<file path="src/rtl/gcd_sched.sv">
// Round-robin scheduler driving a shared subtract-based GCD datapath (optional timeout: GCD_TIMEOUT_EN).
// Latency: done_o pulses k+2 edges after the request is sampled (k = subtractions), 1 edge for zero operands.
// Backpressure: req_i is held until done_o; requests seen while busy wait until the next IDLE cycle.
module gcd_sched #(
    parameter int W        = 4,
    parameter int NREQ     = 4,
    parameter int MAX_ITER = 16
) (
    input  logic                CLK,
    input  logic                RST_N,
    input  logic [NREQ-1:0]     req_i,
    input  logic [NREQ*W-1:0]   x_bus_i,
    input  logic [NREQ*W-1:0]   y_bus_i,
    output logic [NREQ-1:0]     gnt_o,
    output logic [W-1:0]        x_o,
    output logic [W-1:0]        y_o,
    output logic                x_ld,
    output logic                y_ld,
    output logic                x_sel,
    output logic                y_sel,
    input  logic                x_neq_y,
    input  logic                x_lt_y,
    input  logic [W-1:0]        d_i,
    output logic [W-1:0]        d_o,
    output logic [NREQ-1:0]     done_o,
    output logic                busy_o,
    output logic                err_o
);

    localparam int GW = (NREQ > 1) ? $clog2(NREQ) : 1;
    localparam logic [NREQ-1:0] ONE_HOT0 = {{(NREQ-1){1'b0}}, 1'b1};

    typedef enum logic [1:0] {
        IDLE = 2'd0,
        LOAD = 2'd1,
        CMP  = 2'd2,
        DONE = 2'd3
    } state_t;

    state_t          state;
    state_t          state_nxt;
    logic [GW-1:0]   g;          // index of the requester currently owning the datapath
    logic [GW-1:0]   rr;         // last requester served; search starts just above it
    logic [GW-1:0]   pick;
    logic [GW-1:0]   cand;
    logic            pick_vld;
    logic [W-1:0]    x_op;
    logic [W-1:0]    y_op;
    logic            op_zero;
    logic            iter_hit;

`ifdef GCD_TIMEOUT_EN
    localparam int CW = $clog2(MAX_ITER) + 1;
    logic [CW-1:0]   iter_cnt;
`endif

    // Round-robin search: first asserted request starting at rr+1, wrapping at NREQ-1.
    always_comb begin
        pick     = rr;
        pick_vld = 1'b0;
        cand     = '0;
        for (int i = 1; i <= NREQ; i++) begin
            cand = GW'((int'(rr) + i) % NREQ);
            if (!pick_vld && req_i[cand]) begin
                pick_vld = 1'b1;
                pick     = cand;
            end
        end
    end

    // Operands of the granted requester; only presented while the datapath is owned.
    always_comb begin
        x_op    = x_bus_i[int'(g)*W +: W];
        y_op    = y_bus_i[int'(g)*W +: W];
        op_zero = (x_op == '0) || (y_op == '0);
        x_o     = (state != IDLE) ? x_op : '0;
        y_o     = (state != IDLE) ? y_op : '0;
        busy_o  = (state != IDLE);
    end

`ifdef GCD_TIMEOUT_EN
    assign iter_hit = (iter_cnt == CW'(MAX_ITER - 1));
`else
    assign iter_hit = 1'b0;
`endif

    // Next state and datapath strobes, decoded from state and the datapath compare flags.
    always_comb begin
        state_nxt = state;
        x_ld      = 1'b0;
        y_ld      = 1'b0;
        x_sel     = 1'b0;
        y_sel     = 1'b0;
        case (state)
            IDLE: begin
                if (pick_vld) begin
                    state_nxt = LOAD;
                end
            end
            LOAD: begin
                x_ld = 1'b1;
                y_ld = 1'b1;
                // A zero operand makes the other one the answer; skip the subtract loop.
                state_nxt = op_zero ? DONE : CMP;
            end
            CMP: begin
                if (!x_neq_y) begin
                    state_nxt = DONE;
                end else begin
                    // Always subtract the smaller from the larger so nothing underflows.
                    if (x_lt_y) begin
                        y_ld  = 1'b1;
                        y_sel = 1'b1;
                    end else begin
                        x_ld  = 1'b1;
                        x_sel = 1'b1;
                    end
                    if (iter_hit) begin
                        state_nxt = DONE;
                    end
                end
            end
            DONE: begin
                state_nxt = IDLE;
            end
            default: begin
                state_nxt = IDLE;
            end
        endcase
    end

    // State, grant, result and completion registers; reset abandons any operation in flight.
    always_ff @(posedge CLK) begin
        if (!RST_N) begin
            state  <= IDLE;
            g      <= '0;
            rr     <= GW'(NREQ - 1);
            gnt_o  <= '0;
            d_o    <= '0;
            done_o <= '0;
        end else begin
            state  <= state_nxt;
            done_o <= '0;
            case (state)
                IDLE: begin
                    if (pick_vld) begin
                        g     <= pick;
                        gnt_o <= ONE_HOT0 << pick;
                    end
                end
                LOAD: begin
                    if (op_zero) begin
                        d_o <= x_op | y_op;
                    end
                end
                CMP: begin
                    if (!x_neq_y) begin
                        d_o <= d_i;
                    end else if (iter_hit) begin
                        d_o <= '0;
                    end
                end
                DONE: begin
                    rr    <= g;
                    gnt_o <= '0;
                end
                default: begin
                    gnt_o <= '0;
                end
            endcase
            if (state_nxt == DONE) begin
                done_o <= ONE_HOT0 << g;
            end
        end
    end

`ifdef GCD_TIMEOUT_EN
    // Iteration counter and the one-cycle timeout flag shown alongside the DONE pulse.
    always_ff @(posedge CLK) begin
        if (!RST_N) begin
            iter_cnt <= '0;
            err_o    <= 1'b0;
        end else begin
            err_o <= (state == CMP) && x_neq_y && iter_hit;
            if (state == LOAD) begin
                iter_cnt <= '0;
            end else if ((state == CMP) && x_neq_y) begin
                iter_cnt <= iter_cnt + 1'b1;
            end
        end
    end
`else
    assign err_o = 1'b0;
`endif

endmodule
</file>
<file path="config.mk">
export PLATFORM = sky130hd
export DESIGN_NAME = gcd_sched
export DESIGN_NICKNAME = d
export VERILOG_FILES = /design/src/rtl/gcd_sched.sv
export SDC_FILE = /design/constraint.sdc
export NUM_CORES = 1
export LEC_CHECK = 0
export CAP_MARGIN = 20
export CORE_MARGIN = 3
export CORE_UTILIZATION = 30
export CTS_BUF_LIST = sky130_fd_sc_hd__clkbuf_2
export CTS_CLUSTER_SIZE = 25
export DETAILED_ROUTE_END_ITERATION = 10
export MAX_ROUTING_LAYER = met4
export PLACE_DENSITY_LB_ADDON = 0.15
export SKIP_CTS_REPAIR_TIMING = 1
export SLEW_MARGIN = 20
export SYNTH_ARGS = -nofsm -noshare
export SYNTH_HDL_FRONTEND = slang
export SYNTH_SLANG_ARGS = --single-unit
</file>
<file path="constraint.sdc">
create_clock -name CLK -period 4.6 [get_ports CLK]
set_input_delay 0.69 -clock CLK [delete_from_list [all_inputs] [get_ports CLK]]
set_output_delay 0.69 -clock CLK [all_outputs]
set_load 0.005 [all_outputs]
</file>
==> metrics.txt <==
YS warnings=0; Inst Count DP=271; top cell family by delay on the critical path=buffers and inverters; worst flop-to-flop path startpoint=g[0]$_SDFFE_PN0P_; WL per Instance=about 16 um; R2R Path End=d_o[1]$_SDFFE_PN0P_; PD cells=402 nW/um2; Synthesized Nets=206; max-slew violations=0; Rows=24; leak pwr=0.000734 uW; Ports=70; Critical path buffers and inverters=2; Die Wd=74.5 um; vias=1442; synthesis-stage register bit count=18; antenna viol nets, final=0; Max clock buf depth=2; final worst path period share=approximately 66%; count of cell types in the netlist=45; largest stage delay on the critical path=between 0.6 and 0.7 ns; Worst Setup Start Kind=register; Fmax achieved=roughly 0.33 GHz; setup TNS=0 ns; cell breakdown of the critical path=buf_4, mux4_1, and2_1, clkdlybuf4s50_1; post-synthesis sequential area ratio=between 20% and 30%; Mapped Area=1410 um2; DRT Pass-1 Iters=4; commonest non-fill, non-tap cell in the layout=clkdlybuf4s50_1; fin cells=275; maximum vdd drop=0.174 mV; Starting Density=between 30% and 40%; Hold Fails Final Rpt=0; CP max FO=24; critical path class=register to output port; GPL Wtd Cong=between 0.7 and 0.8; core area=between 4000 and 5000 um2; min-delay worst type=register to register; Ant. Diodes=0; worst-skew pair later-pin latency=~0.31 ns; status=complete, no violations; Nets=about 270; worst setup margin=around 1.5 ns; Worst Path Required=between 3 and 4 ns; Detailed Route WL=between 4000 and 5000 um; reg2reg setup slack=1.88 ns; # fillers=447; Post-DP HPWL=3390 um; DRT iter0 DRCs=74; worst slew pin tran=0.711 ns; MaxCap Viol Count=0; hold depth=2; TritonCTS buffer count=3; Post-Syn Instances=about 160; All-Layer GR Usage=between 10% and 20%; post-DR vias/cell=5.24; Area growth, synth to finish=51.9%; commonest cells after routing, fill and taps aside=clkdlybuf4s50_1 (68), dfxtp_1 (18), nand2_1 (11); Die H=74.5 um; relative max-transition margin=52.5%; largest net degree at the start of global routing=25; Mapped Avg Cell Area=8.92 um2; final critical-path required period=roughly 3.1 ns; gr ovfl total=0; vias in the first global route=about 1500; CP arrival=between 2 and 2.5 ns; Clock Skews=approximately 0.0054 ns; CTS tree=done; CTS clk-pin slew, worst paths=about 0.18 ns; critical path's slowest cell=mux4_1; H-tree depth=1; Die Area=around 5600 um2; initial antenna violation count=0; CTS Root Buffer Type=clkbuf_2; share of layout cells above drive strength 1=under 10%; sink count of the clock tree=18; R2R cell count=6; hold endpoint=gnt_o[3]$_SDFFE_PN0P_; RSZ-0062 raised after global routing=false; kind of end point of the critical path=output port; hold_sp=gnt_o[3]$_SDFFE_PN0P_; first-pass GRT wire length=about 7000 um; Post-route DRC=0; pre-CTS WS=around 1.7 ns; Port-buffer cells=68; final setup violation count=0
worst min-delay path, delay by kind of cell, from the launching register on:
kind | cells | cell delay [ns]
and+or+nand+nor | 1 | 0.05
DFF | 1 | 0.35
AOI/OAI and AO/OA | 1 | 0.05
cell families after synthesis:
group	synth area share (%)
other cells	0.266
fa+ha+maj	3.55
buf+inv	4.80
compound gates	19.8
simple gates	25.5
mux	20.5
flops	25.6
power by group:
group | total, uW | switching [uW] | leakage, uW | internal, uW
registers | 231 | 38.8 | 0.000147 | 192
logic | 559 | 263 | 0.000573 | 297
clock network | 70.4 | 51.5 | 0.0000140 | 18.9
sequential cells by signal (all words and copies together), names as in the netlist:
signal  flops
rr          2
done_o      4
g           2
gnt_o       4
d_o         4
state       2
per-layer routing:
| metal | up-vias | GRT usage, % | wire, um |
|---|---|---|---|
| met5 | - | - | 0 |
| li1 | 735 | - | - |
| met3 | 4 | 3.11 | 336 |
| met2 | 49 | 22.8 | 1760 |
| met1 | 654 | 24.5 | 2160 |
| met4 | 0 | 4.55 | 46 |
worst max-delay path by stage:
stage                                  from             endpoint  cells past startpoint
final                     g[0]$_SDFFE_PN0P_               y_o[2]                      4
after CTS                 g[0]$_SDFFE_PN0P_               y_o[2]                      4
after global placement           y_bus_i[6]               y_o[2]                      4
after detailed placement         y_bus_i[6]               y_o[2]                      4
after floorplan                  y_bus_i[6]  d_o[1]$_SDFFE_PN0P_                      5
after global routing      g[0]$_SDFFE_PN0P_               y_o[2]                      4
cells in the mapped netlist:
cell / count / area share (%)
a2111oi_0: 2 / 1.2
a211o_1: 2 / 1.2
a211oi_1: 3 / 1.6
a21oi_1: 5 / 1.8
a221oi_1: 1 / 0.62
a31oi_1: 4 / 1.8
a32oi_1: 1 / 0.62
a41oi_2: 1 / 1.2
and2_1: 7 / 3.1
and3_1: 1 / 0.44
buf_1: 1 / 0.27
buf_4: 1 / 0.53
buf_6: 1 / 0.80
clkbuf_1: 5 / 1.3
conb_1: 1 / 0.27
dfxtp_1: 18 / 26
ha_1: 4 / 3.6
inv_1: 7 / 1.9
mux2_1: 5 / 4.0
mux2_2: 7 / 5.6
mux2i_1: 6 / 4.3
mux4_1: 1 / 1.9
mux4_2: 3 / 4.8
nand2_1: 11 / 2.9
nand2b_1: 6 / 2.7
nand3_1: 1 / 0.35
nand3b_1: 1 / 0.53
nand4_1: 4 / 1.8
nor2_1: 10 / 2.7
nor2b_1: 6 / 2.7
nor3_1: 1 / 0.35
nor3b_1: 1 / 0.53
nor4_1: 5 / 2.2
nor4_2: 1 / 0.89
nor4b_2: 1 / 1.1
nor4bb_1: 1 / 0.71
o211ai_1: 3 / 1.6
o21a_1: 5 / 2.7
o21ai_1: 1 / 0.35
o221a_2: 1 / 0.80
o221ai_1: 2 / 1.2
o31a_1: 1 / 0.62
o32ai_1: 4 / 2.5
or2_1: 1 / 0.44
or4_1: 4 / 2.1
final cells by class:
class / count / area (um2) / area share [%]
Tap cell: 52 / 65.1 / 3.04
Timing Repair Buffer: 69 / 688 / 32.2
Multi-Input combinational cell: 125 / 981 / 45.8
Sequential cell: 18 / 360 / 16.8
Clock inverter: 1 / 3.75 / 0.175
Clock buffer: 3 / 15.0 / 0.702
Inverter: 7 / 26.3 / 1.23
stage by stage:
step	hold WS, ns	util, %	cell area [um2]	total power [uW]
after floorplan	0.448	-	1410	560
after global placement	0.449	47.7	2120	797
after detailed placement	0.449	47.7	2120	795
after CTS	0.474	48.1	2140	869
after global routing	0.510	48.1	2140	945
final	0.469	48.1	2140	861
(Power assumes the default switching activity.)
==> patch 1 (same settings) <==
Change the parameter `NREQ` from 4 to 2.
--- a/src/rtl/gcd_sched.sv
+++ b/src/rtl/gcd_sched.sv
@@ -3,7 +3,7 @@
 // Backpressure: req_i is held until done_o; requests seen while busy wait until the next IDLE cycle.
 module gcd_sched #(
     parameter int W        = 4,
-    parameter int NREQ     = 4,
+    parameter int NREQ     = 2,
     parameter int MAX_ITER = 16
 ) (
     input  logic                CLK,
Interface: changed (5 resized); port bits go from 70 to 48. No check against the original RTL was run, so the function may have changed too.
==> patch 1 against the unedited design <==
  * Design area is 34% lower
  * Wire length is 40% lower
  * Worst setup slack better by 0.33 ns
  * Final cell count is 31% lower
  * Total power is 34% lower
  * Critical endpoint is now x_ld
  * Sequential cell count is 6 lower
  * Sequential share of layout area is 0.13 points higher
  * Synthesized area is 34% lower
  * Register-to-register slack better by 0.82 ns
  * Critical path depth is 1 higher
==> patch 1: results (changes against the unedited design) <==
placement:
  post-dp-hpwl_um: 2140  # -37%
  placed_area_um2: 1400  # -34%
  portBuffers: 46  # -32%
  gp_congestion: 0.843  # +8.0%
logic_synthesis:
  synth_mux_area_share_pct: 15.2  # -5.3 points
  synthAdderAreaFrac_pct: 5.38  # +1.8 points
  synth_compound_area_share_pct: 17.5  # -2.3 points
  seq_area_frac_synth_pct: 25.8  # +0.26 points
  synth.distinct_cells: 33  # -27%
  syn_avg_cell_area_um2: 8.08  # -9.3%
drt:
  vias: 1001  # -31%
  wl_per_cell_um: 13.6  # -13%
  wl_um: 2560  # -40%
  wl_met3_um: 136  # -60%
  wl_met2_um: 1230  # -30%
  drt-met1-wl_um: 1150  # -47%
  first_iter_violations: 55  # -26%
critical_path:
  r2r_cells: 4  # -2
  critPathMaxStageDelay_ns: 0.52  # -0.11 ns
  rr_endpoint: "d_o[3]$_SDFFE_PN0P_"
  reg2reg_from: "g$_SDFFE_PN0P_"
  crit_fanout: 4  # -83%
  reg2reg_slack_ns: 2.70  # +0.82 ns
  endpoint: "x_ld"
  arrival_ns: 2.04  # -0.32 ns
  slowest_stage: "clkdlybuf4s50_1"
  crit_start: "x_neq_y"
global_routing:
  grt_use_total_pct: 14.9  # -1.7 points
  grt_pass1_vias: 970  # -33%
  met3_usage_pct: 1.68  # -1.4 points
  grt_pass1_wl_um: 4090  # -42%
  met2_usage_pct: 25.6  # +2.7 points
  use_met1_pct: 17.4  # -7.1 points
  grt_max_degree: 22  # -12%
status:
  status: "completed"
final_layout:
  nets: 190  # -30%
  fillCellCount: 276  # -38%
  top_register: "d_o"
  drive_above_1_share_pct: 6.33  # -1.7 points
cts:
  clock_latency_ns: 0.27  # -0.04 ns
timing:
  relSlewSlack_pct: 46.8  # -5.7 points
  finClkSkew_ns: 0.00557  # +0.000214 ns
min_path:
  holdCritStartpoint: "d_o[2]$_SDFFE_PN0P_"
  holdPathEnd: "d_o[2]$_SDFFE_PN0P_"
[patch 1: cell types whose count changed after synthesis, sizes merged, moves of 5 or more]
cell / change
nand2: +5
mux2: -11
nor2b: -5
o31ai: +5
dfxtp: -6
nand2b: -5
mux2i: +7
and2: -7
nor2: +5
[patch 1: layout make-up]
type,instances,area (µm²),area share (%)
multi-input combinational,89,631,44.6
timing repair buffer,46,460,32.5
sequential,12,240,17.0
tap,31,38.8,2.74
inverter,8,30.0,2.12
clock buffer,3,15.0,1.06
[patch 1: where the power goes]
part | internal (µW) | total (µW) | leakage (µW) | switching (µW)
clock | 17.8 | 53.1 | 0.0000125 | 35.3
combinational | 199 | 362 | 0.000392 | 164
sequential | 129 | 154 | 0.0000983 | 24.7
total | 346 | 569 | 0.000503 | 224
[patch 1: per-stage QoR]
stage	hold WS (ns)	setup slack, ns
finish	0.471	1.87
global route	0.506	1.70
CTS	0.478	1.87
detailed placement	0.460	1.87
global placement	0.447	1.90
floorplan	0.451	2.72
==> patch 2 (config.mk and constraints unchanged) <==
Made on the original files. Encoding of `state_t`: now Gray code (2 bits for 4 states).
--- a/src/rtl/gcd_sched.sv
+++ b/src/rtl/gcd_sched.sv
@@ -31,10 +31,10 @@
     localparam logic [NREQ-1:0] ONE_HOT0 = {{(NREQ-1){1'b0}}, 1'b1};
 
     typedef enum logic [1:0] {
-        IDLE = 2'd0,
-        LOAD = 2'd1,
-        CMP  = 2'd2,
-        DONE = 2'd3
+        IDLE = 2'b00,
+        LOAD = 2'b01,
+        CMP  = 2'b11,
+        DONE = 2'b10
     } state_t;
 
     state_t          state;
Formal check against the unedited RTL: no difference found for any inputs over 4 cycles, from zero or initial values and one cycle with RST_N low; so few cycles prove little.
==> patch 2 against the unedited design <==
  * Via count is 0.83% higher
  * Design area is 1.7% lower
  * Synthesized area down 1.4%
  * Clock skew is 0.026 ns higher
  * Worst setup slack worse by 0.25 ns
  * Die area down 1.3%
  * Non-clock buffer count unchanged
  * Critical path depth is 1 higher
  * Sequential cell count unchanged
  * Worst hold slack gained 0.032 ns
  * Register-to-register slack gained 0.14 ns
  * Highest routed layer unchanged
  * Wire length fell by 5.6%
Power is not compared: it rests on default switching activity, and its combinational part moved more than twofold at a synthesized area within 25%.
==> patch 2: results (changes against the unedited design) <==
drt:
  wl_per_cell_um: 15.2  # -3.2%
  first_iter_violations: 88  # +19%
  dr.pass1.iters: 6  # +2
  vias: 1454  # +0.83%
  vias_per_cell: 5.43  # +3.5%
placement:
  pre_cts_slack_ns: 1.61  # -0.0402 ns
  gp_congestion: 0.844  # +8.2%
  portBuffers: 68  # unchanged
  post-dp-hpwl_um: 3280  # -3.3%
  placed_area_um2: 2080  # -1.7%
timing:
  finClkSkew_ns: 0.0309  # +0.0256 ns
  fmax_mhz: 303  # -7.7%
  whs_ns: 0.501  # +0.0316 ns
  relSlewSlack_pct: 46.0  # -6.6 points
cts:
  cts-htree-levels: 1  # unchanged
  clock_latency_ns: 0.33  # +0.02 ns
  path_clk_slew_ns: 0.20  # +0.02 ns
final_layout:
  fillCellCount: 402  # -10%
  drive_above_1_share_pct: 9.26  # +1.2 points
  nets: 261  # -4.0%
  areaGrowthSynthToFinish_pct: 51.4
logic_synthesis:
  synth_mux_area_share_pct: 22.0  # +1.5 points
  syn-instance-count: 153  # -3.2%
  synthAdderAreaFrac_pct: 0  # -3.6 points
  synth_top_cells_by_count: "dfxtp_1 (18), mux2i_1 (17), nand2_1 (15)"
  synth_nets: 197  # -4.4%
  synth.distinct_cells: 39  # -13%
  synth_xor_area_share_pct: 0  # unchanged
  synth_compound_area_share_pct: 18.7  # -1.1 points
  seq_area_frac_synth_pct: 25.9  # +0.37 points
  synthTopCellsByArea: "dfxtp_1 (26%), mux2i_1 (12%), mux4_2 (6.5%), nand2_1 (4.1%), nand4_1 (3.6%)"
global_routing:
  grt_use_total_pct: 15.4  # -1.1 points
  grt_pass1_wl_um: 6540  # -6.8%
  grt_max_degree: 21  # -16%
  grt_pass1_vias: 1445  # -0.55%
critical_path:
  endpoint: "x_o[3]"
  arrival_ns: 2.62  # +0.26 ns
  rr_endpoint: "done_o[0]$_SDFF_PP0_"
  slowest_stage: "dfxtp_1"
  cp_top_family: "flip-flops"
  reg2reg_slack_ns: 2.02  # +0.14 ns
  critPathMaxStageDelay_ns: 0.88  # +0.25 ns
  crit_fanout: 17  # -29%
status:
  status: "completed"
pwr:
  ir_drop_mv: 0.0805
min_path:
  holdCritStartpoint: "gnt_o[1]$_SDFFE_PN0P_"
  holdPathEnd: "gnt_o[1]$_SDFFE_PN0P_"
==> patch 2: cell count changes after synthesis, moves of 5 or more <==
| cell | delta |
|---|---|
| mux2_1 | -5 |
| mux2i_1 | +11 |
| o21a_1 | -5 |
| and2_1 | -6 |
| o21ai_0 | +5 |
==> patch 2: layout make-up <==
class,instances,area share [%]
timing repair buffer,69,32.7
inverter,5,0.892
clock buffer,3,0.714
clock inverter,1,0.178
multi-input combinational,120,45.3
tap,52,3.09
sequential,18,17.1
==> patch 2: power groups by stage <==
stage	clock, µW	sequential (µW)	combinational [µW]
after detailed placement	0	209	266
final	71.1	206	265
after floorplan	0	189	161
after global placement	0	207	263
after global routing	78.2	209	289
after CTS	70.8	206	268
==> patch 2: per-layer routing <==
layer  vias to the layer above  GRT usage [%]  part of all wire (%)
li1                        707              -                     -
met1                       671           18.8                    43
met2                        67           26.1                    49
met3                         9           1.89                   5.5
met4                         0           5.63                   2.2
met5                         -              -                     0
